### src/rtl/scan_window_arb.sv
// Per-channel Tscan slot counters with optional interlaced window, plus a 3-state scan-receiver arbiter.
// Window outputs lag the slot counter by one clk; the grant is held until the window or response phase ends (no preemption).
module scan_window_arb #(
  parameter int NCH      = 2,
  parameter int CNT_W    = 16,
  parameter int TO_SLOTS = 8,
  parameter int TO_W     = 4
) (
  input  logic               clk_6M,
  input  logic               rstz,
  input  logic               tslot_p,
  input  logic [NCH-1:0]     scan_en,
  input  logic [NCH*CNT_W-1:0] regi_interval,
  input  logic [NCH*CNT_W-1:0] regi_window,
  input  logic [NCH-1:0]     regi_interlace,
  input  logic               corr_hit,
  input  logic               resp_done,
  output logic [NCH-1:0]     win,
  output logic [NCH-1:0]     win_endp,
  output logic [NCH-1:0]     win_2nd,
  output logic [NCH-1:0]     scan_gnt,
  output logic [1:0]         state,
  output logic               resp_to
);

  typedef enum logic [1:0] {
    ST_IDLE = 2'd0,
    ST_SCAN = 2'd1,
    ST_RESP = 2'd2
  } state_e;

  localparam logic [TO_W-1:0] TO_LAST = TO_W'(TO_SLOTS - 1);

  logic [NCH-1:0]  raw;
  logic [NCH-1:0]  second;
  logic [NCH-1:0]  win_q;
  logic [NCH-1:0]  win_2nd_q;
  logic [NCH-1:0]  gnt_q;
  logic [NCH-1:0]  pick;
  logic [TO_W-1:0] to_cnt_q;
  logic            resp_to_q;
  state_e          state_q;

  for (genvar k = 0; k < NCH; k++) begin : g_ch
    logic [CNT_W-1:0] iv;
    logic [CNT_W-1:0] wd;
    logic [CNT_W:0]   wd2;
    logic [CNT_W:0]   eff;
    logic             ilv;
    logic [CNT_W-1:0] cnt_q;
    logic [CNT_W-1:0] cnt_d;

    assign iv  = regi_interval[k*CNT_W +: CNT_W];
    assign wd  = regi_window[k*CNT_W +: CNT_W];
    // Doubled window is computed one bit wider so it can never wrap.
    assign wd2 = {wd, 1'b0};
    assign ilv = regi_interlace[k] && ({1'b0, iv} >= wd2);
    assign eff = ilv ? wd2 : {1'b0, wd};

    assign raw[k]    = scan_en[k] && ({1'b0, cnt_q} < eff);
    assign second[k] = raw[k] && ilv && (cnt_q >= wd);

    always_comb begin
      cnt_d = cnt_q;
      if (!scan_en[k]) begin
        cnt_d = '0;
      end else if (tslot_p) begin
        cnt_d = (cnt_q >= iv) ? '0 : cnt_q + CNT_W'(1);
      end
    end

    always_ff @(posedge clk_6M or negedge rstz) begin
      if (!rstz) begin
        cnt_q <= '0;
      end else begin
        cnt_q <= cnt_d;
      end
    end
  end

  always_ff @(posedge clk_6M or negedge rstz) begin
    if (!rstz) begin
      win_q     <= '0;
      win_2nd_q <= '0;
    end else begin
      win_q     <= raw;
      win_2nd_q <= second;
    end
  end

  // Isolate the lowest set bit: index 0 has highest priority.
  assign pick = win_q & (~win_q + NCH'(1));

  always_ff @(posedge clk_6M or negedge rstz) begin
    if (!rstz) begin
      state_q   <= ST_IDLE;
      gnt_q     <= '0;
      to_cnt_q  <= '0;
      resp_to_q <= 1'b0;
    end else begin
      resp_to_q <= 1'b0;
      case (state_q)
        ST_IDLE: begin
          if (|win_q) begin
            state_q <= ST_SCAN;
            gnt_q   <= pick;
          end
        end
        ST_SCAN: begin
          if (corr_hit) begin
            state_q  <= ST_RESP;
            to_cnt_q <= '0;
          end else if (!(|(win_q & gnt_q))) begin
            state_q <= ST_IDLE;
            gnt_q   <= '0;
          end
        end
        ST_RESP: begin
          // A completed exchange or a disabled channel both end quietly, ahead of any timeout.
          if (resp_done || !(|(scan_en & gnt_q))) begin
            state_q <= ST_IDLE;
            gnt_q   <= '0;
          end else if (tslot_p) begin
            if (to_cnt_q == TO_LAST) begin
              state_q   <= ST_IDLE;
              gnt_q     <= '0;
              resp_to_q <= 1'b1;
            end else begin
              to_cnt_q <= to_cnt_q + TO_W'(1);
            end
          end
        end
        default: begin
          state_q <= ST_IDLE;
          gnt_q   <= '0;
        end
      endcase
    end
  end

  assign win      = win_q;
  assign win_2nd  = win_2nd_q;
  assign win_endp = ~raw & win_q;
  assign scan_gnt = gnt_q;
  assign state    = state_q;
  assign resp_to  = resp_to_q;

endmodule
### config.mk
export PLATFORM = sky130hd
export DESIGN_NAME = scan_window_arb
export DESIGN_NICKNAME = d
export VERILOG_FILES = /design/src/rtl/scan_window_arb.sv
export SDC_FILE = /design/constraint.sdc
export NUM_CORES = 1
export LEC_CHECK = 0
export BUFFER_PORTS_ARGS = -buffer_cell sky130_fd_sc_hd__buf_2
export CORE_MARGIN = 4
export CORE_UTILIZATION = 56
export CTS_CLUSTER_DIAMETER = 30
export DETAILED_ROUTE_END_ITERATION = 6
export PLACE_DENSITY = 0.86
export SYNTH_ARGS = -nofsm -noshare
export SYNTH_HDL_FRONTEND = slang
export SYNTH_SLANG_ARGS = --single-unit
### constraint.sdc
create_clock -name clk_6M -period 10.3 [get_ports clk_6M]
set_input_delay 0.515 -clock clk_6M [delete_from_list [all_inputs] [get_ports clk_6M]]
set_output_delay 0.515 -clock clk_6M [all_outputs]
set_load 0.005 [all_outputs]
==> results of run 1 <==
-- how the worst max path moves through the flow --
stage / from / end / cells past startpoint
3_5_place_dp: regi_window[17] / win_endp[1] / 17
2_1_floorplan: regi_window[10] / win_endp[0] / 15
4_1_cts: regi_window[17] / win_endp[1] / 17
5_1_grt: regi_window[17] / win_endp[1] / 16
3_3_place_gp: regi_window[17] / win_endp[1] / 17
6_report: regi_window[17] / win_endp[1] / 17
-- power breakdown --
part | internal [mW] | switching (mW) | leakage, nW
Sequential | 0.189 | 0.0181 | 0.613
Clock | 0.0490 | 0.0653 | 0.0447
Combinational | 0.0745 | 0.0990 | 2.81
-- metrics by stage --
| stage | hold WS, ps | instances | util | cell area (sq um) | setup slack [ps] |
|---|---|---|---|---|---|
| floorplan | 219 | 659 | - | 5480 | 6300 |
| global placement | 488 | 860 | 0.640 | 6000 | 5590 |
| detailed placement | 512 | 860 | 0.640 | 6000 | 5350 |
| CTS | 368 | 868 | 0.650 | 6090 | 5320 |
| global route | 365 | 868 | 0.650 | 6090 | 5040 |
| finish | 370 | 868 | 0.650 | 6090 | 5250 |
-- synthesized netlist by cell type, types with 5 or more instances --
cell type and count:
sky130_fd_sc_hd__a211oi_1 6, sky130_fd_sc_hd__nor3b_1 6, sky130_fd_sc_hd__and3_1 11, sky130_fd_sc_hd__nand2b_1 13
sky130_fd_sc_hd__mux2i_1 14, sky130_fd_sc_hd__a21oi_1 56, sky130_fd_sc_hd__nand2_1 48, sky130_fd_sc_hd__inv_1 70
sky130_fd_sc_hd__a31oi_1 19, sky130_fd_sc_hd__nand4_1 14, sky130_fd_sc_hd__o21a_1 6, sky130_fd_sc_hd__nor2b_1 8
sky130_fd_sc_hd__a22o_1 5, sky130_fd_sc_hd__and4_1 6, sky130_fd_sc_hd__nor3_1 8, sky130_fd_sc_hd__o21ai_0 30
sky130_fd_sc_hd__nand3_1 22, sky130_fd_sc_hd__ha_1 127, sky130_fd_sc_hd__a21o_1 29, sky130_fd_sc_hd__nor2_1 40
sky130_fd_sc_hd__buf_2 6, sky130_fd_sc_hd__dfrtp_1 45
-- worst register-to-register path, stage by stage (launching register included) --
cell and delay (ps):
sky130_fd_sc_hd__dfrtp_1 480, sky130_fd_sc_hd__ha_1 320, sky130_fd_sc_hd__and2_1 180, sky130_fd_sc_hd__a221oi_1 330, sky130_fd_sc_hd__o221ai_1 190, sky130_fd_sc_hd__a211o_1 550, sky130_fd_sc_hd__or3_1 400, sky130_fd_sc_hd__o21ai_0 90
-- routing by layer --
layer  wire length (microns)  GRT usage  part of all wire  vias up
li1                        -          -                 -     2602
met1                    6250      0.336              0.43     2567
met2                    6950      0.437              0.48      237
met3                    1060     0.0452             0.073       43
met4                     302     0.0648             0.021        0
met5                       0          0                 0        -
-- sequential cells by signal (all words and copies together), names as in the netlist --
name,flops
g_ch.cnt_q,32
to_cnt_q,4
scan_gnt,2
state,2
win,2
win_2nd,2
resp_to,1
-- logic make-up (layout without fill, tap and decap cells) --
group | Yosys count | count (layout)
buffers and inverters | 83 | 163
flip-flops | 45 | 45
XOR/XNOR | 4 | 4
AO/OA/AOI/OAI | 190 | 190
adder cells (fa/ha/maj) | 127 | 127
multiplexers | 15 | 15
AND/OR/NAND/NOR | 195 | 195
-- area by class of cell --
type / count / area share
repair buffers: 85 / 0.0706
well taps: 129 / 0.0265
inverters: 70 / 0.0431
clock buffers: 5 / 0.0113
flip-flops and latches: 45 / 0.185
multi-input cells: 531 / 0.660
clock inverters: 3 / 0.00411
==> metrics.txt, run 1 <==
# TYPE chip_impl_metric gauge
chip_impl_info{name="cp-end-kind",value="output port"} 1
chip_impl_metric{name="numCtsBuffers",unit=""} 5
chip_impl_metric{name="multiInputGateArea",unit="sq um"} 4020
chip_impl_metric{name="fp-row-count",unit=""} 35
chip_impl_metric{name="critical_path_peak_fanout",unit=""} 11
chip_impl_info{name="synth_top_flop_cell",value="sky130_fd_sc_hd__dfrtp_1"} 1
chip_impl_info{name="setup.worst_path.start_class",value="input port"} 1
chip_impl_metric{name="fin_total_pwr",unit="uW"} 495
chip_impl_info{name="unrepaired_setup_endpoints_after_global_routing",value="no"} 1
chip_impl_metric{name="synth-compound-area-share",unit=""} 0.226
chip_impl_metric{name="post_cts_repair_resize_count",unit=""} 0
chip_impl_metric{name="cts.sinks",unit=""} 45
chip_impl_info{name="layout.cells.most_common_list",value="sky130_fd_sc_hd__ha_1 (127), sky130_fd_sc_hd__buf_2 (83), sky130_fd_sc_hd__inv_1 (70)"} 1
chip_impl_metric{name="globalRouteTotalUtil",unit=""} 0.256
chip_impl_metric{name="vdd.ir_drop.worst",unit="uV"} 60.4
chip_impl_metric{name="final-max-slew-violation-count",unit=""} 0
chip_impl_metric{name="clock.fmax",unit="MHz"} 198
chip_impl_metric{name="yosys_top_cell_area_share",unit=""} 0.290
chip_impl_metric{name="grt_overflow_total",unit=""} 0
chip_impl_metric{name="synth.mux.area_fraction",unit=""} 0.0276
chip_impl_metric{name="synth_cell_type_count",unit=""} 59
chip_impl_metric{name="hpwl",unit="mm"} 11.9
chip_impl_metric{name="cts.repair_timing.setup_buffer_count",unit=""} 0
chip_impl_info{name="regToRegStartpoint",value="g_ch[0].cnt_q[9]"} 1
chip_impl_info{name="status",value="completed"} 1
chip_impl_info{name="cts-root-buf",value="sky130_fd_sc_hd__clkbuf_8"} 1
chip_impl_metric{name="cts_hold_buf",unit=""} 0
chip_impl_metric{name="largest_net_degree_at_the_start_of_global_routing",unit=""} 46
chip_impl_metric{name="timing.critical_path.slowest_cell_delay",unit="ps"} 1000
chip_impl_metric{name="detail_route.wl_per_cell",unit="microns"} 16.8
chip_impl_metric{name="vias_per_cell",unit=""} 6.28
chip_impl_metric{name="syn-instance-count",unit=""} 659
chip_impl_metric{name="setup-violations-final",unit=""} 0
chip_impl_info{name="hold_class",value="in -> async"} 1
chip_impl_info{name="path_cells",value="buf_2 -> inv_1 -> ha_1 -> nor2b_1 -> a311o_1 -> a31oi_1 -> o21ai_1 -> a21oi_1 -> mux2i_1 -> ha_1 -> a21o_1 -> nand2_1 -> a31oi_1 -> o21bai_1 -> a41oi_1 -> o311a_1 -> buf_2"} 1
chip_impl_metric{name="slew-limit-headroom",unit=""} 0.155
chip_impl_metric{name="drt_iter0_drc",unit=""} 577
chip_impl_metric{name="synthXorXnorAreaFrac",unit=""} 0.00639
chip_impl_metric{name="post_detailed_route_drc_marker_count",unit=""} 0
chip_impl_metric{name="synthAdderAreaFrac",unit=""} 0.290
chip_impl_metric{name="final-hold-violation-count",unit=""} 0
chip_impl_metric{name="footprint_of_the_flip_flops_and_latches",unit="sq um"} 1130
chip_impl_metric{name="antenna_violating_nets_post_route",unit=""} 0
chip_impl_metric{name="synthArstFlopShare",unit=""} 1.00
chip_impl_metric{name="grt_first_pass_wirelength",unit="mm"} 24.4
chip_impl_metric{name="num-fill-cells",unit=""} 786
chip_impl_metric{name="drt_first_pass_iters",unit=""} 5
chip_impl_metric{name="finalClockSkew",unit="ps"} 14.3
chip_impl_metric{name="final.period_utilization",unit=""} 0.490
chip_impl_metric{name="worst_setup_hold_path_clk_slew",unit="ps"} 100
chip_impl_metric{name="cts_max_level",unit=""} 2
chip_impl_metric{name="dieHeight",unit="microns"} 107
chip_impl_metric{name="area_growth_syn_to_layout",unit="%"} 11.2
chip_impl_metric{name="ios",unit=""} 84
chip_impl_info{name="synthDominantAreaCellType",value="sky130_fd_sc_hd__ha_1"} 1
chip_impl_metric{name="post_synth_edffs",unit=""} 0
chip_impl_metric{name="cts_buffer_depth",unit=""} 2
chip_impl_info{name="clock_tree_from_tritoncts",value="built"} 1
chip_impl_metric{name="finalWorstPathRequiredPeriod",unit="ps"} 5050
chip_impl_metric{name="grt_antenna_before_repair",unit=""} 0
chip_impl_metric{name="synth.ff_latch_count",unit=""} 45
chip_impl_metric{name="synth.net_count",unit=""} 859
chip_impl_metric{name="final_net_count",unit=""} 938
chip_impl_metric{name="detail_route.wirelength",unit="mm"} 14.6
chip_impl_metric{name="vias",unit=""} 5449
chip_impl_metric{name="grt_pass1_vias",unit=""} 5370
chip_impl_metric{name="design.die.area",unit="sq um"} 11400
chip_impl_info{name="largest_family_of_logic_cells_by_synthesized_area",value="adder cells"} 1
chip_impl_metric{name="synthesis.area",unit="sq um"} 5480
chip_impl_metric{name="routabilityCongestion",unit=""} 0.917
chip_impl_metric{name="synth_area_per_inst",unit="sq um"} 8.32
chip_impl_metric{name="power_density_over_cell_area",unit="nW/um^2"} 81.2
chip_impl_info{name="critPathSlowestCell",value="sky130_fd_sc_hd__a21oi_1"} 1
chip_impl_metric{name="synth_simple_gate_area_share",unit=""} 0.183
chip_impl_metric{name="r2r.worst_path.cells",unit=""} 7
chip_impl_info{name="timing.setup.critical_path_class",value="in -> out"} 1
chip_impl_metric{name="final_layout_size_suffix_gt1_frac",unit=""} 0.135
chip_impl_metric{name="starting_density_of_the_core",unit=""} 0.585
chip_impl_metric{name="cp_data_required_time",unit="ps"} 9790
chip_impl_metric{name="io_buffers",unit=""} 83
chip_impl_metric{name="cp.arrival",unit="ps"} 4530
chip_impl_metric{name="core",unit="sq um"} 9370
chip_impl_metric{name="synth_warnings",unit=""} 0
chip_impl_metric{name="critPathBufInv",unit=""} 3
chip_impl_metric{name="worstSkewPairLatency",unit="ps"} 300
chip_impl_metric{name="worstMarginPinSlew",unit="ps"} 1270
chip_impl_metric{name="leakage",unit="nW"} 3.46
chip_impl_info{name="mostFrequentLayoutCell",value="sky130_fd_sc_hd__ha_1"} 1
chip_impl_metric{name="die-width",unit="microns"} 107
chip_impl_info{name="post_synth_main_area_contributors",value="sky130_fd_sc_hd__ha_1 (29%), sky130_fd_sc_hd__dfrtp_1 (21%), sky130_fd_sc_hd__a21oi_1 (5.1%)"} 1
chip_impl_info{name="critical_path.reg2reg.endpoint",value="g_ch[0].cnt_q[14]"} 1
chip_impl_metric{name="antenna_cells",unit=""} 0
chip_impl_metric{name="seq_area_frac_synth",unit=""} 0.205
chip_impl_info{name="critical-path-top-delay-family",value="compound AO/OA/AOI/OAI gates"} 1
chip_impl_metric{name="timing.reg2reg.setup_slack",unit="ps"} 7680
chip_impl_metric{name="setup_total_negative_slack",unit="ps"} 0
chip_impl_metric{name="drv_cap",unit=""} 0
Power figures use the tool's default switching activity.
==> run 2, diff against run 1 <==
ABC_AREA = 1   (was not set)
PLACE_DENSITY = 0.85   (was 0.86)
clock period = 5 ns   (was 10.3 ns; I/O delays follow)
==> run 2 against run 1 <==
Sequential share of layout area decreased by 1.1 points. Flip-flop and latch count unchanged. Global-route usage decreased by 1.7 points. Via count increased by 7.6%.
==> metrics.txt, run 2 <==
# TYPE chip_impl_metric gauge
chip_impl_metric{name="final_layout_size_suffix_gt1_frac",unit=""} 0.126
chip_impl_metric{name="synth_area_per_inst",unit="sq um"} 6.73
chip_impl_metric{name="drt_first_pass_iters",unit=""} 4
chip_impl_metric{name="final_net_count",unit=""} 1149
chip_impl_metric{name="final-hold-violation-count",unit=""} 0
chip_impl_metric{name="clock.fmax",unit="MHz"} 255
chip_impl_metric{name="vdd.ir_drop.worst",unit="uV"} 124
chip_impl_metric{name="detail_route.wl_per_cell",unit="microns"} 13.1
chip_impl_metric{name="area_growth_syn_to_layout",unit="%"} 10.9
chip_impl_metric{name="synth.ff_latch_count",unit=""} 45
chip_impl_info{name="top_register",value="g_ch.cnt_q"} 1
chip_impl_metric{name="antenna_cells",unit=""} 0
chip_impl_metric{name="design.die.area",unit="sq um"} 12100
chip_impl_metric{name="synthesis.area",unit="sq um"} 5850
chip_impl_metric{name="synth_cell_type_count",unit=""} 37
chip_impl_info{name="critical-path-top-delay-family",value="simple AND/OR/NAND/NOR gates"} 1
chip_impl_metric{name="numCtsBuffers",unit=""} 5
chip_impl_metric{name="timing.reg2reg.setup_slack",unit="ps"} 2700
chip_impl_metric{name="yosys_top_cell_area_share",unit=""} 0.272
chip_impl_info{name="cp-end-kind",value="output port"} 1
chip_impl_info{name="yosys-top-cells-count",value="sky130_fd_sc_hd__nand2_1 (185), sky130_fd_sc_hd__inv_1 (144), sky130_fd_sc_hd__ha_1 (127)"} 1
chip_impl_metric{name="grt_pass1_vias",unit=""} 5346
chip_impl_metric{name="synth_warnings",unit=""} 0
chip_impl_metric{name="dieHeight",unit="microns"} 110
chip_impl_info{name="layout.cells.most_common_list",value="sky130_fd_sc_hd__nand2_1 (185), sky130_fd_sc_hd__inv_1 (144), sky130_fd_sc_hd__ha_1 (127)"} 1
chip_impl_metric{name="grt_antenna_before_repair",unit=""} 0
chip_impl_metric{name="post_synth_edffs",unit=""} 0
chip_impl_metric{name="critical_path_peak_fanout",unit=""} 31
chip_impl_info{name="reg_top3",value="g_ch.cnt_q: 32 flops, to_cnt_q: 4 flops"} 1
chip_impl_metric{name="hpwl",unit="mm"} 11.8
chip_impl_metric{name="combinationalPowerShare",unit=""} 0.356
chip_impl_metric{name="layout.core_utilization",unit=""} 0.634
chip_impl_metric{name="synth.net_count",unit=""} 1069
chip_impl_metric{name="grt_first_pass_wirelength",unit="mm"} 23.6
chip_impl_metric{name="clockPowerShare",unit=""} 0.236
chip_impl_info{name="clock_tree_from_tritoncts",value="built"} 1
chip_impl_metric{name="finalWorstPathRequiredPeriod",unit="ps"} 3930
chip_impl_info{name="path_cells",value="buf_2 -> inv_1 -> ha_1 -> inv_1 -> nor3_1 -> nand2_1 -> nor2_1 -> nor2_1 -> nand2_1 -> nand2_1 -> nand2_1 -> o21ai_1 -> ha_1 -> nand2_1 -> or3_1 -> nor4_1 -> nand2_1 -> nand3_1 -> nand2_1 -> inv_1 -> buf_2"} 1
chip_impl_metric{name="finalClockSkew",unit="ps"} 18.8
chip_impl_metric{name="r2r.worst_path.cells",unit=""} 10
chip_impl_metric{name="power_switching_share",unit=""} 0.377
chip_impl_metric{name="die-width",unit="microns"} 110
chip_impl_metric{name="final-max-slew-violation-count",unit=""} 0
chip_impl_info{name="critical-path-top-cell-by-count",value="sky130_fd_sc_hd__nand2_1"} 1
chip_impl_metric{name="routabilityCongestion",unit=""} 0.911
chip_impl_metric{name="cp.arrival",unit="ps"} 3680
chip_impl_metric{name="syn-instance-count",unit=""} 869
chip_impl_metric{name="timing.critical_path.slowest_cell_delay",unit="ps"} 550
chip_impl_metric{name="power_density_over_cell_area",unit="nW/um^2"} 157
chip_impl_metric{name="sw_pwr",unit="uW"} 384
chip_impl_metric{name="critPathBufInv",unit=""} 5
chip_impl_metric{name="globalRouteTotalUtil",unit=""} 0.239
chip_impl_metric{name="drt_iter0_drc",unit=""} 323
chip_impl_metric{name="cts_max_level",unit=""} 2
chip_impl_metric{name="starting_density_of_the_core",unit=""} 0.571
chip_impl_info{name="cts-root-buf",value="sky130_fd_sc_hd__clkbuf_8"} 1
chip_impl_info{name="status",value="completed"} 1
chip_impl_metric{name="antenna_violating_nets_post_route",unit=""} 0
chip_impl_metric{name="ios",unit=""} 84
chip_impl_metric{name="setup_total_negative_slack",unit="ps"} 0
chip_impl_info{name="unrepaired_setup_endpoints_after_global_routing",value="no"} 1
chip_impl_metric{name="worstMarginPinSlew",unit="ps"} 988
chip_impl_metric{name="placed_cells",unit=""} 1078
chip_impl_metric{name="power.share.sequential",unit=""} 0.408
chip_impl_metric{name="vias",unit=""} 5864
chip_impl_info{name="synth.most_common_cell",value="sky130_fd_sc_hd__nand2_1"} 1
chip_impl_metric{name="post_cts_repair_resize_count",unit=""} 0
chip_impl_info{name="timing.setup.critical_path_class",value="in -> out"} 1
chip_impl_metric{name="finalNonFillerCells",unit=""} 1086
chip_impl_metric{name="slew-limit-headroom",unit=""} 0.342
chip_impl_metric{name="cp_data_required_time",unit="ps"} 4750
chip_impl_metric{name="vias_per_cell",unit=""} 5.40
chip_impl_metric{name="cts_hold_buf",unit=""} 0
chip_impl_info{name="synthDominantAreaCellType",value="sky130_fd_sc_hd__ha_1"} 1
chip_impl_info{name="critPathSlowestCell",value="sky130_fd_sc_hd__nand2_1"} 1
chip_impl_metric{name="io_buffers",unit=""} 83
chip_impl_metric{name="grt_overflow_total",unit=""} 0
chip_impl_metric{name="largest_reg_flops",unit=""} 32
chip_impl_metric{name="fp-row-count",unit=""} 37
chip_impl_metric{name="worst_setup_hold_path_clk_slew",unit="ps"} 100
chip_impl_metric{name="detail_route.wirelength",unit="mm"} 14.2
chip_impl_metric{name="core",unit="sq um"} 10200
chip_impl_metric{name="leakage",unit="nW"} 3.74
chip_impl_metric{name="cts_buffer_depth",unit=""} 2
chip_impl_info{name="critical_path.reg2reg.endpoint",value="g_ch[0].cnt_q[0]"} 1
chip_impl_metric{name="setup-violations-final",unit=""} 0
chip_impl_info{name="synth_top_flop_cell",value="sky130_fd_sc_hd__dfrtp_1"} 1
chip_impl_info{name="setup.worst_path.start_class",value="input port"} 1
chip_impl_metric{name="largest_net_degree_at_the_start_of_global_routing",unit=""} 46
chip_impl_metric{name="worstSkewPairLatency",unit="ps"} 310
chip_impl_metric{name="drv_cap",unit=""} 0
chip_impl_info{name="regToRegStartpoint",value="g_ch[0].cnt_q[11]"} 1
chip_impl_metric{name="final.period_utilization",unit=""} 0.785
chip_impl_metric{name="internal_power",unit="uW"} 634
chip_impl_metric{name="synthArstFlopShare",unit=""} 1.00
chip_impl_info{name="post_synth_main_area_contributors",value="sky130_fd_sc_hd__ha_1 (27%), sky130_fd_sc_hd__dfrtp_1 (19%), sky130_fd_sc_hd__nand2_1 (12%)"} 1
chip_impl_metric{name="seq_area_frac_synth",unit=""} 0.193
chip_impl_metric{name="cts.sinks",unit=""} 45
chip_impl_info{name="worst_setup_path_startpoint",value="regi_window[30]"} 1
chip_impl_metric{name="cts.repair_timing.setup_buffer_count",unit=""} 0
chip_impl_info{name="hold_class",value="in -> async"} 1
chip_impl_metric{name="post_detailed_route_drc_marker_count",unit=""} 0
chip_impl_info{name="mostFrequentLayoutCell",value="sky130_fd_sc_hd__nand2_1"} 1
run 2: cell count changes after synthesis, sizes merged, moves of 8 or more:
cell    change
a21o       -26
a31oi      -17
and3       -10
inv        +92
mux2i      -14
nand2     +138
nand2b     -13
nand3      +32
nor2       +25
nor2b       -8
nor3        +8
o21ai      +45
o22ai      +19
run 2: per-stage QoR:
stage / hold slack, ps / power (mW) / instance area (sq um) / worst slack (ps)
floorplan: -45.6 / 0.663 / 5850 / 2110
CTS: 128 / 1.03 / 6480 / 1160
global placement: 470 / 0.774 / 6390 / 1270
finish: 96.9 / 1.02 / 6480 / 1070
global route: 126 / 1.10 / 6480 / 706
detailed placement: 469 / 0.783 / 6390 / 1180
run 2: power groups by stage:
stage	Combinational [mW]	Sequential (mW)	Clock (mW)
2_1_floorplan	0.242	0.421	0
3_5_place_dp	0.360	0.423	0
3_3_place_gp	0.353	0.422	0
4_1_cts	0.362	0.416	0.247
5_1_grt	0.423	0.420	0.263
6_report	0.362	0.415	0.240
run 2: cell type report:
| type | instances | area [sq um] |
|---|---|---|
| Tap cell | 136 | 170 |
| Fill cell | 919 | 3750 |
| Inverter | 164 | 616 |
| Multi-Input combinational cell | 649 | 4060 |
| Timing Repair Buffer | 84 | 423 |
| Clock inverter | 3 | 25.0 |
| Clock buffer | 5 | 68.8 |
| Sequential cell | 45 | 1130 |
run 2: cell families (layout without fill, tap and decap cells):
family,Yosys count,after routing,share of synthesized area
AOI/OAI and AO/OA,176,176,0.163
xor gates and xnor gates,5,5,0.00749
adders and majority gates,127,127,0.272
buffers and inverters,175,256,0.114
DFF,45,45,0.193
and+or+nand+nor,341,341,0.252
run 2: worst max-delay path by stage:
| stage | end | slack [ps] | depth (start not counted) |
|---|---|---|---|
| finish | win_endp[1] | 1070 | 21 |
| global route | win_endp[1] | 710 | 21 |
| CTS | win_endp[1] | 1160 | 21 |
| detailed placement | win_endp[1] | 1180 | 21 |
| global placement | win_endp[1] | 1270 | 21 |
| floorplan | win_endp[1] | 2110 | 20 |
run 2: routing by layer:
| layer | wire, microns | GRT usage | vias up |
|---|---|---|---|
| li1 | - | - | 3062 |
| met1 | 6880 | 0.341 | 2630 |
| met2 | 6450 | 0.399 | 164 |
| met3 | 775 | 0.0186 | 8 |
| met4 | 92 | 0.0449 | 0 |
| met5 | 0 | 0 | - |
